<file path="src/rtl/seg_scan_driver.sv">
// Time-multiplexed hex driver for DIGITS common-anode 7-seg digits with frame-synchronous capture.
// Optional build macro SEG_LEAD_ZERO_BLANK_EN blanks leading zero digits (digit 0 always shown).
module seg_scan_driver #(
   parameter int DIGITS      = 4,
   parameter int REFRESH_DIV = 50000
) (
   input  logic                  clk,
   input  logic                  rst,
   input  logic                  en,
   input  logic [4*DIGITS-1:0]   value,
   input  logic [DIGITS-1:0]     dp_in,
   output logic [6:0]            seg,
   output logic                  dp,
   output logic [DIGITS-1:0]     an,
   output logic                  frame
);

   localparam int PW = (REFRESH_DIV > 1) ? $clog2(REFRESH_DIV) : 1;
   localparam int IW = (DIGITS > 1) ? $clog2(DIGITS) : 1;
   localparam logic [PW-1:0] PRESC_LAST = PW'(REFRESH_DIV - 1);
   localparam logic [IW-1:0] IDX_LAST   = IW'(DIGITS - 1);

   function automatic logic [6:0] hex_to_seg(input logic [3:0] nib);
      logic [6:0] s;
      case (nib)
         4'h0: s = 7'b1000000;
         4'h1: s = 7'b1111001;
         4'h2: s = 7'b0100100;
         4'h3: s = 7'b0110000;
         4'h4: s = 7'b0011001;
         4'h5: s = 7'b0010010;
         4'h6: s = 7'b0000010;
         4'h7: s = 7'b1111000;
         4'h8: s = 7'b0000000;
         4'h9: s = 7'b0010000;
         4'hA: s = 7'b0001000;
         4'hB: s = 7'b0000011;
         4'hC: s = 7'b1000110;
         4'hD: s = 7'b0100001;
         4'hE: s = 7'b0000110;
         default: s = 7'b0001110;
      endcase
      return s;
   endfunction

   logic [PW-1:0]         presc_q, presc_d;
   logic [IW-1:0]         idx_q, idx_d;
   logic [4*DIGITS-1:0]   shadow_val_q, shadow_val_d;
   logic [DIGITS-1:0]     shadow_dp_q, shadow_dp_d;
   logic [6:0]            seg_q, seg_d;
   logic                  dp_q, dp_d;
   logic [DIGITS-1:0]     an_q, an_d;
   logic                  frame_q, frame_d;
   logic                  tick, wrap;
   logic [3:0]            nib;
   logic                  blank;

   always_comb begin
      tick = en && (presc_q == PRESC_LAST);
      wrap = tick && (idx_q == IDX_LAST);

      presc_d = presc_q;
      if (en) presc_d = (presc_q == PRESC_LAST) ? '0 : presc_q + 1'b1;

      idx_d = idx_q;
      if (tick) idx_d = (idx_q == IDX_LAST) ? '0 : idx_q + 1'b1;

      // Shadow reloads only at the end of the last digit so a frame never mixes two values.
      shadow_val_d = shadow_val_q;
      shadow_dp_d  = shadow_dp_q;
      if (wrap) begin
         shadow_val_d = value;
         shadow_dp_d  = dp_in;
      end

      nib   = shadow_val_q[{idx_q, 2'b00} +: 4];
`ifdef SEG_LEAD_ZERO_BLANK_EN
      blank = (idx_q != '0) && ((shadow_val_q >> {idx_q, 2'b00}) == '0);
`else
      blank = 1'b0;
`endif

      seg_d   = 7'b1111111;
      dp_d    = 1'b1;
      an_d    = '1;
      if (en) begin
         seg_d = blank ? 7'b1111111 : hex_to_seg(nib);
         dp_d  = ~shadow_dp_q[idx_q];
         an_d  = ~(DIGITS'(1) << idx_q);
      end
      frame_d = wrap;
   end

   always_ff @(posedge clk) begin
      if (rst) begin
         presc_q      <= '0;
         idx_q        <= '0;
         shadow_val_q <= '0;
         shadow_dp_q  <= '0;
         seg_q        <= 7'b1111111;
         dp_q         <= 1'b1;
         an_q         <= '1;
         frame_q      <= 1'b0;
      end else begin
         presc_q      <= presc_d;
         idx_q        <= idx_d;
         shadow_val_q <= shadow_val_d;
         shadow_dp_q  <= shadow_dp_d;
         seg_q        <= seg_d;
         dp_q         <= dp_d;
         an_q         <= an_d;
         frame_q      <= frame_d;
      end
   end

   assign seg   = seg_q;
   assign dp    = dp_q;
   assign an    = an_q;
   assign frame = frame_q;

endmodule

</file>
<file path="config.mk">
export PLATFORM = sky130hd
export DESIGN_NAME = seg_scan_driver
export DESIGN_NICKNAME = d
export VERILOG_FILES = /design/src/rtl/seg_scan_driver.sv
export SDC_FILE = /design/constraint.sdc
export NUM_CORES = 1
export LEC_CHECK = 0
export BUFFER_PORTS_ARGS = -buffer_cell sky130_fd_sc_hd__buf_2
export CORE_ASPECT_RATIO = 0.7
export CORE_MARGIN = 2
export CORE_UTILIZATION = 40
export DETAILED_ROUTE_END_ITERATION = 7
export GPL_TIMING_DRIVEN = 0
export PLACE_DENSITY = 0.7
export SLEW_MARGIN = 20
export SYNTH_ARGS = -nofsm -noshare
export SYNTH_HDL_FRONTEND = slang
export SYNTH_SLANG_ARGS = --single-unit
</file>
<file path="constraint.sdc">
create_clock -name clk -period 6.1 [get_ports clk]
set_clock_uncertainty 0.2 [all_clocks]
set_input_delay 0.61 -clock clk [delete_from_list [all_inputs] [get_ports clk]]
set_output_delay 0.61 -clock clk [all_outputs]
set_load 0.01 [all_outputs]
</file>
=== After elaboration in Yosys (flattened, before gate mapping) ===
Memory sizes are Yosys's and may differ from the RTL's. A register that Yosys moved wholly into a read port is not among the register bits.
Index checks and enable logic that the tools add are counted.
Widths: inputs -> output; s select.

* Add/subtract/negate cells: 2
* Magnitude comparators: 1
* Equal/unequal tests: 2
* Shifts and indexed selects: 2
* Muxes and demuxes: 4
* Bitwise logic cells: 3
* Reduce and logical (&&, ||, !) cells: 3

{| class="wikitable"
|+ Operator list
! operator !! count
|-
| $add 16x1->16 const B || 1
|-
| $eq 16x16->1 const B || 1
|-
| $mux 16 || 1
|-
| $shiftx 16x5->4 || 1
|-
| $not 4->4 || 1
|-
| $shl 1x2->4 const A || 1
|-
| $lt 2x3->1 const B || 1
|-
| $add 2x1->2 const B || 1
|-
| $bmux 1 s2 || 1
|-
| $eq 2x2->1 const B || 1
|-
| $logic_and 1x1->1 || 2
|-
| $mux 2 || 1
|-
| $not 1->1 || 2
|-
| $reduce_or 2->1 || 1
|-
| $mux 1 || 1
|}

* Register bits after elaboration: 44
* Memory bits (read-only): 112
* Output and inout bits: 13
* Logic and storage cells: 25
* Memories: 1

{| class="wikitable"
|+ Memory list
! name !! depth !! width !! rd ports !! clocked after memory_dff !! write ports !! RTL line !! source
|-
| (no name shown) || 16 || 7 || 1 || 1 || 0 || 25 || <nowiki>case (nib)</nowiki>
|}

=== Logic depth before layout (Yosys ltp) ===
Gate-level depths: netlist of the first run.

* Depth after elaboration: 3
* Depth in mapped cells: 7
* Gate-level depth less buffers: 6

=== Worst setup path before layout of the first run ===
Ideal clock, no wire load.

* Path kind: register -> register
* Start point: register idx_q[1]
* End point: register seg_q[3] (netlist: seg[3])
* Library setup time: 130 ps
* Data arrival time: 1869 ps
* Required time: 5770 ps
* Setup slack: 3901 ps
* Stages on the path, launching flop included: 7
* Clock period less this slack: 2199 ps
* Cell sequence: dfxtp_1 clkbuf_1 mux4_2 ha_1 mux2_2 nor3b_1 a31oi_1

* Cells in the longest elaborated chain, start to end: 1

{| class="wikitable"
|+ RTL lines
! item !! RTL line !! source
|-
| start, declared || 47 || <nowiki>logic [IW-1:0] idx_q, idx_d;</nowiki>
|-
| start signal, assigned || 106 || <nowiki>idx_q <= idx_d;</nowiki>
|-
| $shiftx 16x5->4 || 76 || <nowiki>nib = shadow_val_q[{idx_q, 2'b00} +: 4];</nowiki>
|-
| end, declared || 50 || <nowiki>logic [6:0] seg_q, seg_d;</nowiki>
|}

No other way between the ends.
A chain may end at the register's enable or synchronous reset.

=== Final worst setup path of the first run ===
Same ends and word-level chain as after synthesis.

==> results.py, run 1 <==
metrics = {
    "hold_path": {
        "worstHoldPathType": "flip-flop to flip-flop",
        "holdPathEnd": "shadow_val_q[1]",
        "hold_start": "shadow_val_q[1]",
        "min_path_cells": 1,
    },
    "detailed_routing": {
        "drt_iter0_drc": 72,
        "wirelength_um": 4081,
        "viasPerCell": 5.019,
        "routed-via-count": 1601,
        "drc": 0,
        "dr.pass1.iters": 5,
        "routedWlPerCell_um": 12.79,
        "drtAntennaViolNets": 0,
    },
    "global_routing": {
        "grt_max_degree": 17,
        "grt_pass1_vias": 1446,
        "grt_antenna_before_repair": 0,
        "grt_usage_pct": 14.97,
        "grt_overflow_total": 0,
        "grt_pass1_wl_um": 7100,
    },
    "cts": {
        "path_clk_slew_ns": 0.09,
        "cts_resized": 0,
        "cts.path.max_buffers": 2,
        "clkSinkCount": 51,
        "cts_hold_buf": 0,
        "cts_max_level": 2,
        "post-cts-setup-buffer-count": 0,
        "clock_latency_ns": 0.30,
        "cts_tree": "yes",
        "clock_tree.root_cell": "clkbuf_8",
        "cts_inserted_buffers": 5,
    },
    "cells_and_area": {
        "n_antenna_cell": 0,
        "fin_util_pct": 48.48,
        "multi_input_area_um2": 1069,
        "area_delta_synth_final_pct": 16.13,
        "nNetsFinal": 280,
        "drive_gt1_share_pct": 25.51,
        "register_area_um2": 1021,
        "n_fill_cell": 480,
    },
    "synthesis": {
        "synthFlopType": "dfxtp_1",
        "synth_cell_types": 41,
        "synth_area_leaders": "dfxtp_1 47%, a22o_1 8.0%, ha_1 6.3%",
        "ys_warn_count": 0,
        "syn_area_um2": 2195,
        "avgSynthCellArea_um2": 10.76,
        "ys_seq_area_share_pct": 46.52,
        "ys_async_sr_fraction_pct": 0,
        "syn_nets": 238,
        "synth_top_area_share_pct": 46.52,
        "ys_seq_elements": 51,
        "synth_top_area_cell": "dfxtp_1",
        "synth_cells": 204,
        "synth_edf_count": 0,
    },
    "power": {
        "vdd_drop_max_uv": 138.0,
        "p_int_mw": 0.4271,
        "comb_power_share_pct": 4.2,
        "clockPowerShare_pct": 34.5,
        "powerDensity_nw_per_um2": 216.4,
        "total_power_mw": 0.5516,
        "swShare_pct": 22.57,
        "leakagePower_nw": 0.9979,
        "sequentialPowerShare_pct": 61.3,
        "p_sw_mw": 0.1245,
    },
    "run": {
        "maxCapViolCount": 0,
    },
    "floorplanning": {
        "die_h_um": 65.97,
        "initial_core_util_pct": 41.74,
        "pin_count": 36,
        "fp-row-count": 22,
        "fp.dieW_um": 92.53,
        "core_area_um2": 5258,
        "dieArea_um2": 6104,
    },
    "worst_setup_path": {
        "required_ns": 6.08,
        "arrival_ns": 2.45,
        "cp-start-kind": "flip-flop",
        "cp_slowest_cell": "mux4_2",
        "rrSetupSlack_ns": 3.63,
        "r2r_end": "seg[3]",
        "crit_chain": "clkbuf_1 > mux4_2 > ha_1 > mux2_2 > nor3b_1 > a31oi_1",
        "crit_path_max_incr_delay_ns": 0.63,
        "critPathKind": "flip-flop to flip-flop",
        "r2r-start": "idx_q[1]",
        "cp_max_fo": 7,
        "crit_buf_inv": 1,
        "end_kind": "flip-flop",
        "crit_family": "multiplexers",
        "worst-r2r-cell-count": 6,
        "crit_cells": 6,
    },
    "placement": {
        "portBuffers": 35,
        "dp_hpwl_um": 2962,
        "dp_slack_ns": 3.641,
        "gp_congestion": 0.7850,
    },
    "sta": {
        "rsz0062_at_grt": "no",
        "fin_crit_sh_pct": 40.52,
        "slew_headroom_pct": 71.83,
        "finalWorstSetupSlack_ns": 3.628,
        "setup_viol_count_final": 0,
        "fmax_mhz": 404.6,
        "tightest_slew_ns": 0.4225,
        "slew_viol_final": 0,
        "finalCriticalPeriod_ns": 2.472,
        "hold_viol": 0,
        "tns_ns": 0,
    },
    "status": {
        "status": "finished, final reports clean",
    },
}
==> synthesized netlist by cell type (3+ instances only) <==
master and instances:
nand3_1 6, xnor2_1 4, mux4_1 3, a21oi_1 8, ha_1 11, and4_1 5
dfxtp_1 51, inv_1 6, a22o_1 20, nand2_1 12, xor2_1 9, nor2_1 17
buf_2 6, nand4_1 6, buf_4 3
==> cell type report <==
cell class                 instances  area share [%]
buffer                            13           3.240
clock buffer                       5           2.700
clock inverter                     3          0.7855
inverter                           6          0.8837
multi-input combinational        134           41.92
sequential                        51           40.06
tap                               72           3.535
timing repair buffer              35           6.873
==> logic make-up after synthesis <==
family / synth area share (%)
AOI/OAI and AO/OA: 13.45
xor gates and xnor gates: 5.188
adders and majority gates: 6.271
buffers and inverters: 4.789
DFF: 46.52
muxes: 7.754
and+or+nand+nor: 16.02
==> flip-flops by register name, indices dropped and copies added (netlist names) <==
signal,cells
idx_q,2
frame,1
seg,7
dp,1
an,4
presc_q,16
shadow_val_q,16
shadow_dp_q,4
==> power groups by stage <==
stage | logic [mW] | clock network (mW) | registers (mW)
after global placement | 0.0233 | 0 | 0.346
after floorplan | 0.00888 | 0 | 0.347
after global routing | 0.0263 | 0.213 | 0.339
final | 0.0231 | 0.191 | 0.338
after detailed placement | 0.0233 | 0 | 0.346
after CTS | 0.0234 | 0.198 | 0.338
==> per-stage QoR <==
stage	hold WS (ns)	std cells	cell area (µm²)
after floorplan	0.2403	204	2195
after global placement	0.2539	311	2460
after detailed placement	0.2607	311	2460
after CTS	0.2854	319	2549
after global routing	0.2976	319	2549
final	0.2809	319	2549
==> worst register-to-register path, stage by stage (launching register included) <==
cell and delay, ns:
dfxtp_1 0.36, clkbuf_1 0.33, mux4_2 0.64, ha_1 0.28
mux2_2 0.27, nor3b_1 0.20, a31oi_1 0.07
==> metal layers <==
| metal | share of wire, % | track usage (%) |
|---|---|---|
| met5 | 0 | 0 |
| met2 | 39 | 21.26 |
| met1 | 54 | 21.78 |
| met3 | 4.9 | 3.421 |
| met4 | 1.8 | 6.157 |
==> how the worst max path moves through the flow <==
stage | start | endpoint | slack (ns)
CTS | idx_q[1] | seg[3] | 3.62
floorplan | idx_q[1] | seg[3] | 3.90
finish | idx_q[1] | seg[3] | 3.63
global placement | idx_q[1] | seg[3] | 3.64
detailed placement | idx_q[1] | seg[3] | 3.64
global route | idx_q[1] | seg[3] | 3.46
==> cell usage in the layout, fill, tap and decap left out, types with 4 or more instances in the layout <==
cell type	count
dfxtp_1	51
buf_2	41
a22o_1	20
nor2_1	17
nand2_1	12
ha_1	11
xor2_1	9
a21oi_1	8
inv_1	6
nand4_1	6
nand3_1	6
and4_1	5
clkbuf_8	5
xnor2_1	4
Power figures use the tool's default switching activity.
==> run 2: changes to the inputs <==
Settings changed: PLACE_DENSITY 0.7 to 0.72.
Clock period 6.1 ns to 2.2 ns, I/O delays scaled along.
==> results.py, run 2 (synthesis results as in run 1) <==
metrics = {
    "status": {
        "status": "finished, final reports clean",
    },
    "power": {
        "total_power_mw": 1.664,
        "vdd_drop_max_uv": 302.8,
        "powerDensity_nw_per_um2": 583.1,
        "leakagePower_nw": 1.132,
    },
    "floorplanning": {
        "die_h_um": 65.97,
        "core_area_um2": 5258,
        "fp-row-count": 22,
        "initial_core_util_pct": 41.74,
        "fp.dieW_um": 92.53,
        "dieArea_um2": 6104,
        "pin_count": 36,
    },
    "cells_and_area": {
        "area_delta_synth_final_pct": 29.99,
        "nNetsFinal": 307,
        "final_cells": 345,
        "n_antenna_cell": 0,
        "drive_gt1_share_pct": 28.57,
        "final_common_cell": "dfxtp_1",
        "final_cell_mix": "49 x dfxtp_1, 41 x buf_2, 21 x dlygate4sd3_1",
    },
    "hold_path": {
        "worstHoldPathType": "input port to flip-flop",
        "min_path_cells": 3,
    },
    "cts": {
        "cts_max_level": 2,
        "cts.path.max_buffers": 2,
        "cts_inserted_buffers": 5,
        "clock_latency_ns": 0.30,
        "cts_tree": "yes",
        "clkSinkCount": 51,
        "path_clk_slew_ns": 0.09,
        "clock_tree.root_cell": "clkbuf_8",
    },
    "detailed_routing": {
        "drtAntennaViolNets": 0,
        "routedWlPerCell_um": 13.92,
        "wl_met3_um": 226,
        "wirelength_um": 4804,
        "drc": 0,
        "topRoutingLayerUsed": "met4",
        "dr.pass1.iters": 4,
        "wl_met1_um": 2434,
        "wl_met2_um": 2065,
        "viasPerCell": 5.078,
        "drt_iter0_drc": 91,
        "routed-via-count": 1752,
    },
    "worst_setup_path": {
        "crit_buf_inv": 1,
        "endpoint": "seg[5]",
        "crit_path_max_incr_delay_ns": 0.60,
        "r2r_end": "seg[5]",
        "setup.worst_path.start": "idx_q[1]",
        "arrival_ns": 2.13,
        "crit_chain": "clkbuf_8 > mux4_2 > ha_1 > mux2_4 > nand2_2 > o211ai_2",
        "crit_family": "multiplexers",
        "required_ns": 2.17,
        "cp_max_fo": 7,
        "crit_cells": 6,
        "cp_slowest_cell": "mux4_2",
        "rrSetupSlack_ns": 0.04,
        "critPathKind": "flip-flop to flip-flop",
        "worst-r2r-cell-count": 6,
        "end_kind": "flip-flop",
        "r2r-start": "idx_q[1]",
        "cp-start-kind": "flip-flop",
    },
    "global_routing": {
        "grt_overflow_total": 0,
        "grt_pass1_vias": 1587,
        "grt_pass1_wl_um": 7638,
        "grt_usage_pct": 16.24,
        "grt_antenna_before_repair": 0,
        "grt_max_degree": 16,
    },
    "sta": {
        "fmax_mhz": 463.9,
        "slew_viol_final": 0,
        "finalCriticalPeriod_ns": 2.156,
        "fin_crit_sh_pct": 97.99,
        "tightest_slew_ns": 0.4287,
        "slew_headroom_pct": 71.42,
        "rsz0062_at_grt": "yes",
        "tns_ns": 0,
        "setup_viol_count_final": 0,
        "hold_viol": 0,
    },
    "placement": {
        "dp_hpwl_um": 3145,
        "portBuffers": 35,
        "gp_congestion": 0.7931,
        "placed_cells": 311,
    },
    "run": {
        "maxCapViolCount": 0,
    },
}
==> run 2: changes by cell type in the layout (fill, tap and decap cells not counted), moves of 2 or more <==
cell	before	now
buf_4	3	9
dfxtp_1	51	49
dfxtp_2	0	2
dlygate4sd3_1	0	21
inv_1	6	4
inv_2	0	2
==> run 2: worst min-delay path by stage <==
stage | startpoint | endpoint | slack [ns]
CTS | en | presc_q[0] | 0.06
global placement | value[14] | shadow_val_q[14] | 0.23
floorplan | rst | idx_q[0] | 0.09
global route | en | presc_q[1] | 0.08
finish | en | presc_q[0] | 0.06
detailed placement | value[14] | shadow_val_q[14] | 0.23
==> run 2: final cells by class <==
type / count / area, µm²
fillers: 450 / 2405
multi-input cells: 134 / 1087
flip-flops and latches: 51 / 1023
repair buffers: 62 / 430.4
plain buffers: 13 / 92.59
well taps: 72 / 90.09
clock buffers: 5 / 68.82
clock inverters: 2 / 37.54
inverters: 6 / 22.52
==> run 2: timing repair <==
action	in CTS	in global routing
endpoints found under the setup margin	6	10
gates resized for setup	9	4
hold endpoints to repair	23	0
setup buffers	0	6
hold buffers	21	0
==> run 2: worst min-delay path, cell delays in order <==
cell,delay (ns)
buf_2,0.15
xnor2_1,0.08
nor2_1,0.07
==> run 2: through the flow <==
step	setup WS [ns]	area [µm²]	hold slack, ns	util (%)
finish	0.04433	2853	0.06250	54.26
global route	-0.03640	2853	0.07681	54.26
CTS	0.01916	2788	0.06240	53.02
detailed placement	-0.2724	2460	0.2311	46.79
global placement	-0.2504	2460	0.2299	46.79
floorplan	0.001484	2195	0.08907	-
==> run 2: power by group <==
| group | switching (mW) | total, mW | internal [mW] |
|---|---|---|---|
| sequential | 0.00450 | 0.937 | 0.933 |
| combinational | 0.0418 | 0.0962 | 0.0545 |
| clock | 0.297 | 0.630 | 0.333 |
| total | 0.344 | 1.66 | 1.32 |
==> run 2: routing by layer <==
| metal | up-vias | global-route usage [%] |
|---|---|---|
| met5 | - | 0 |
| met4 | 0 | 7.836 |
| met3 | 7 | 3.877 |
| met2 | 46 | 23.27 |
| met1 | 827 | 22.91 |
| li1 | 872 | - |
==> run 3: changes to the inputs <==
--- a/config.mk
+++ b/config.mk
@@ -9,3 +9,3 @@
 export CORE_ASPECT_RATIO = 0.7
-export CORE_MARGIN = 2
+export CORE_MARGIN = 3
 export CORE_UTILIZATION = 40
==> constraint.sdc (replaced) <==
create_clock -name clk -period 2.2 [get_ports clk]
set_clock_uncertainty 0.2 [all_clocks]
set_input_delay 0.33 -clock clk [delete_from_list [all_inputs] [get_ports clk]]
set_output_delay 0.33 -clock clk [all_outputs]
set_load 0.01 [all_outputs]
==> results.py, run 3 (synthesis results as in run 1) <==
metrics = {
    "placement": {
        "gp_congestion": 0.8639,
        "dp_hpwl_um": 3137,
        "dp_slack_ns": -0.2510,
        "portBuffers": 35,
    },
    "sta": {
        "hold_viol": 0,
        "finalCriticalPeriod_ns": 2.162,
        "fmax_mhz": 462.5,
        "slew_viol_final": 0,
        "setup_viol_count_final": 0,
        "tns_ns": 0,
        "tightest_slew_ns": 0.4390,
        "slew_headroom_pct": 70.73,
        "whs_ns": 0.03388,
        "finalWorstSetupSlack_ns": 0.03803,
        "fin_crit_sh_pct": 98.27,
        "rsz0062_at_grt": "yes",
    },
    "worst_setup_path": {
        "end_kind": "flip-flop",
        "critPathKind": "flip-flop to flip-flop",
        "cp-start-kind": "flip-flop",
        "cp_slowest_cell": "mux4_2",
        "cp_max_fo": 7,
        "required_ns": 2.18,
        "crit_chain": "clkbuf_8 > mux4_2 > ha_2 > mux2_2 > nor3b_2 > a31oi_1",
        "arrival_ns": 2.14,
        "crit_path_max_incr_delay_ns": 0.58,
    },
    "detailed_routing": {
        "drt_iter0_drc": 78,
        "viasPerCell": 5.213,
        "wirelength_um": 4330,
        "routed-via-count": 1668,
        "dr.pass1.iters": 4,
        "drtAntennaViolNets": 0,
        "drc": 0,
        "routedWlPerCell_um": 13.53,
    },
    "cells_and_area": {
        "drive_gt1_share_pct": 31.47,
        "n_antenna_cell": 0,
        "final_common_cell": "dfxtp_1",
        "n_fill_cell": 464,
        "area_delta_synth_final_pct": 20.52,
        "fin_util_pct": 52.71,
        "final_cell_mix": "49 x dfxtp_1, 38 x buf_2, 20 x a22o_1",
        "nNetsFinal": 284,
    },
    "global_routing": {
        "grt_pass1_vias": 1552,
        "grt_max_degree": 15,
        "grt_usage_pct": 14.85,
        "grt_overflow_total": 0,
        "grt_pass1_wl_um": 7320,
        "grt_antenna_before_repair": 0,
    },
    "cts": {
        "clock_latency_ns": 0.30,
        "cts.path.max_buffers": 2,
        "cts_max_level": 2,
        "path_clk_slew_ns": 0.09,
        "cts_tree": "yes",
        "cts_inserted_buffers": 5,
        "clkSinkCount": 51,
        "clock_tree.root_cell": "clkbuf_8",
    },
    "power": {
        "powerDensity_nw_per_um2": 597.6,
        "leakagePower_nw": 1.044,
        "vdd_drop_max_uv": 261.9,
        "total_power_mw": 1.581,
    },
    "floorplanning": {
        "fp-row-count": 21,
        "core_area_um2": 5019,
        "initial_core_util_pct": 43.73,
        "pin_count": 36,
        "dieArea_um2": 6425,
        "fp.dieW_um": 94.53,
        "die_h_um": 67.97,
    },
    "run": {
        "maxCapViolCount": 0,
    },
    "status": {
        "status": "finished, final reports clean",
    },
    "hold_path": {
        "worstHoldPathType": "input port to flip-flop",
    },
}
run 3: repair_timing:
action | CTS | global route
gates resized for setup | 8 | 12
buffers inserted | 0 | 4
cloned | 0 | 0
hold buffers | 0 | 0
pin swaps | 0 | 1
setup endpoints to repair | 5 | 32
run 3: power breakdown:
part | total [mW] | switching, mW | internal [mW]
sequential | 0.937 | 0.00453 | 0.933
combinational | 0.0679 | 0.0360 | 0.0320
clock | 0.575 | 0.288 | 0.287
run 3: layout make-up:
| type | instances | area, µm² | share of cell area [%] |
|---|---|---|---|
| Tap cell | 69 | 86.33 | 3.264 |
| Clock buffer | 8 | 100.1 | 3.784 |
| Inverter | 6 | 22.52 | 0.8515 |
| Multi-Input combinational cell | 134 | 1107 | 41.86 |
| Timing Repair Buffer | 39 | 205.2 | 7.758 |
| Buffer | 13 | 100.1 | 3.784 |
| Sequential cell | 51 | 1023 | 38.69 |
run 3: final timing paths:
path / startpoint / to / slack [ns] / depth (start not counted)
setup / recovery: idx_q[1] / seg[3] / 0.04 / 6
hold reg to reg: shadow_val_q[10] / shadow_val_q[10] / 0.28 / 1
setup reg to reg: idx_q[1] / seg[3] / 0.04 / 6
hold / removal: value[12] / shadow_val_q[12] / 0.03 / 2
run 3: critical path: cells and delay by family (launching register included):
family,cells,cell delay [ns]
compound gates,1,0.06
mux,2,0.85
buf+inv,1,0.16
fa+ha+maj,1,0.24
flops,1,0.36
simple gates,1,0.15
run 3: through the flow:
step	cells	instance area [µm²]
2_1_floorplan	204	2195
3_3_place_gp	308	2456
3_5_place_dp	308	2456
4_1_cts	316	2566
5_1_grt	320	2645
6_report	320	2645
run 3: routing by layer:
layer  global-route usage [%]  wire length (µm)  up-vias
met1                    21.29              2292      781
met4                    5.935                66        0
li1                         -                 -      836
met2                    21.38              1696       44
met5                        0                 0        -
met3                    3.736               274        7
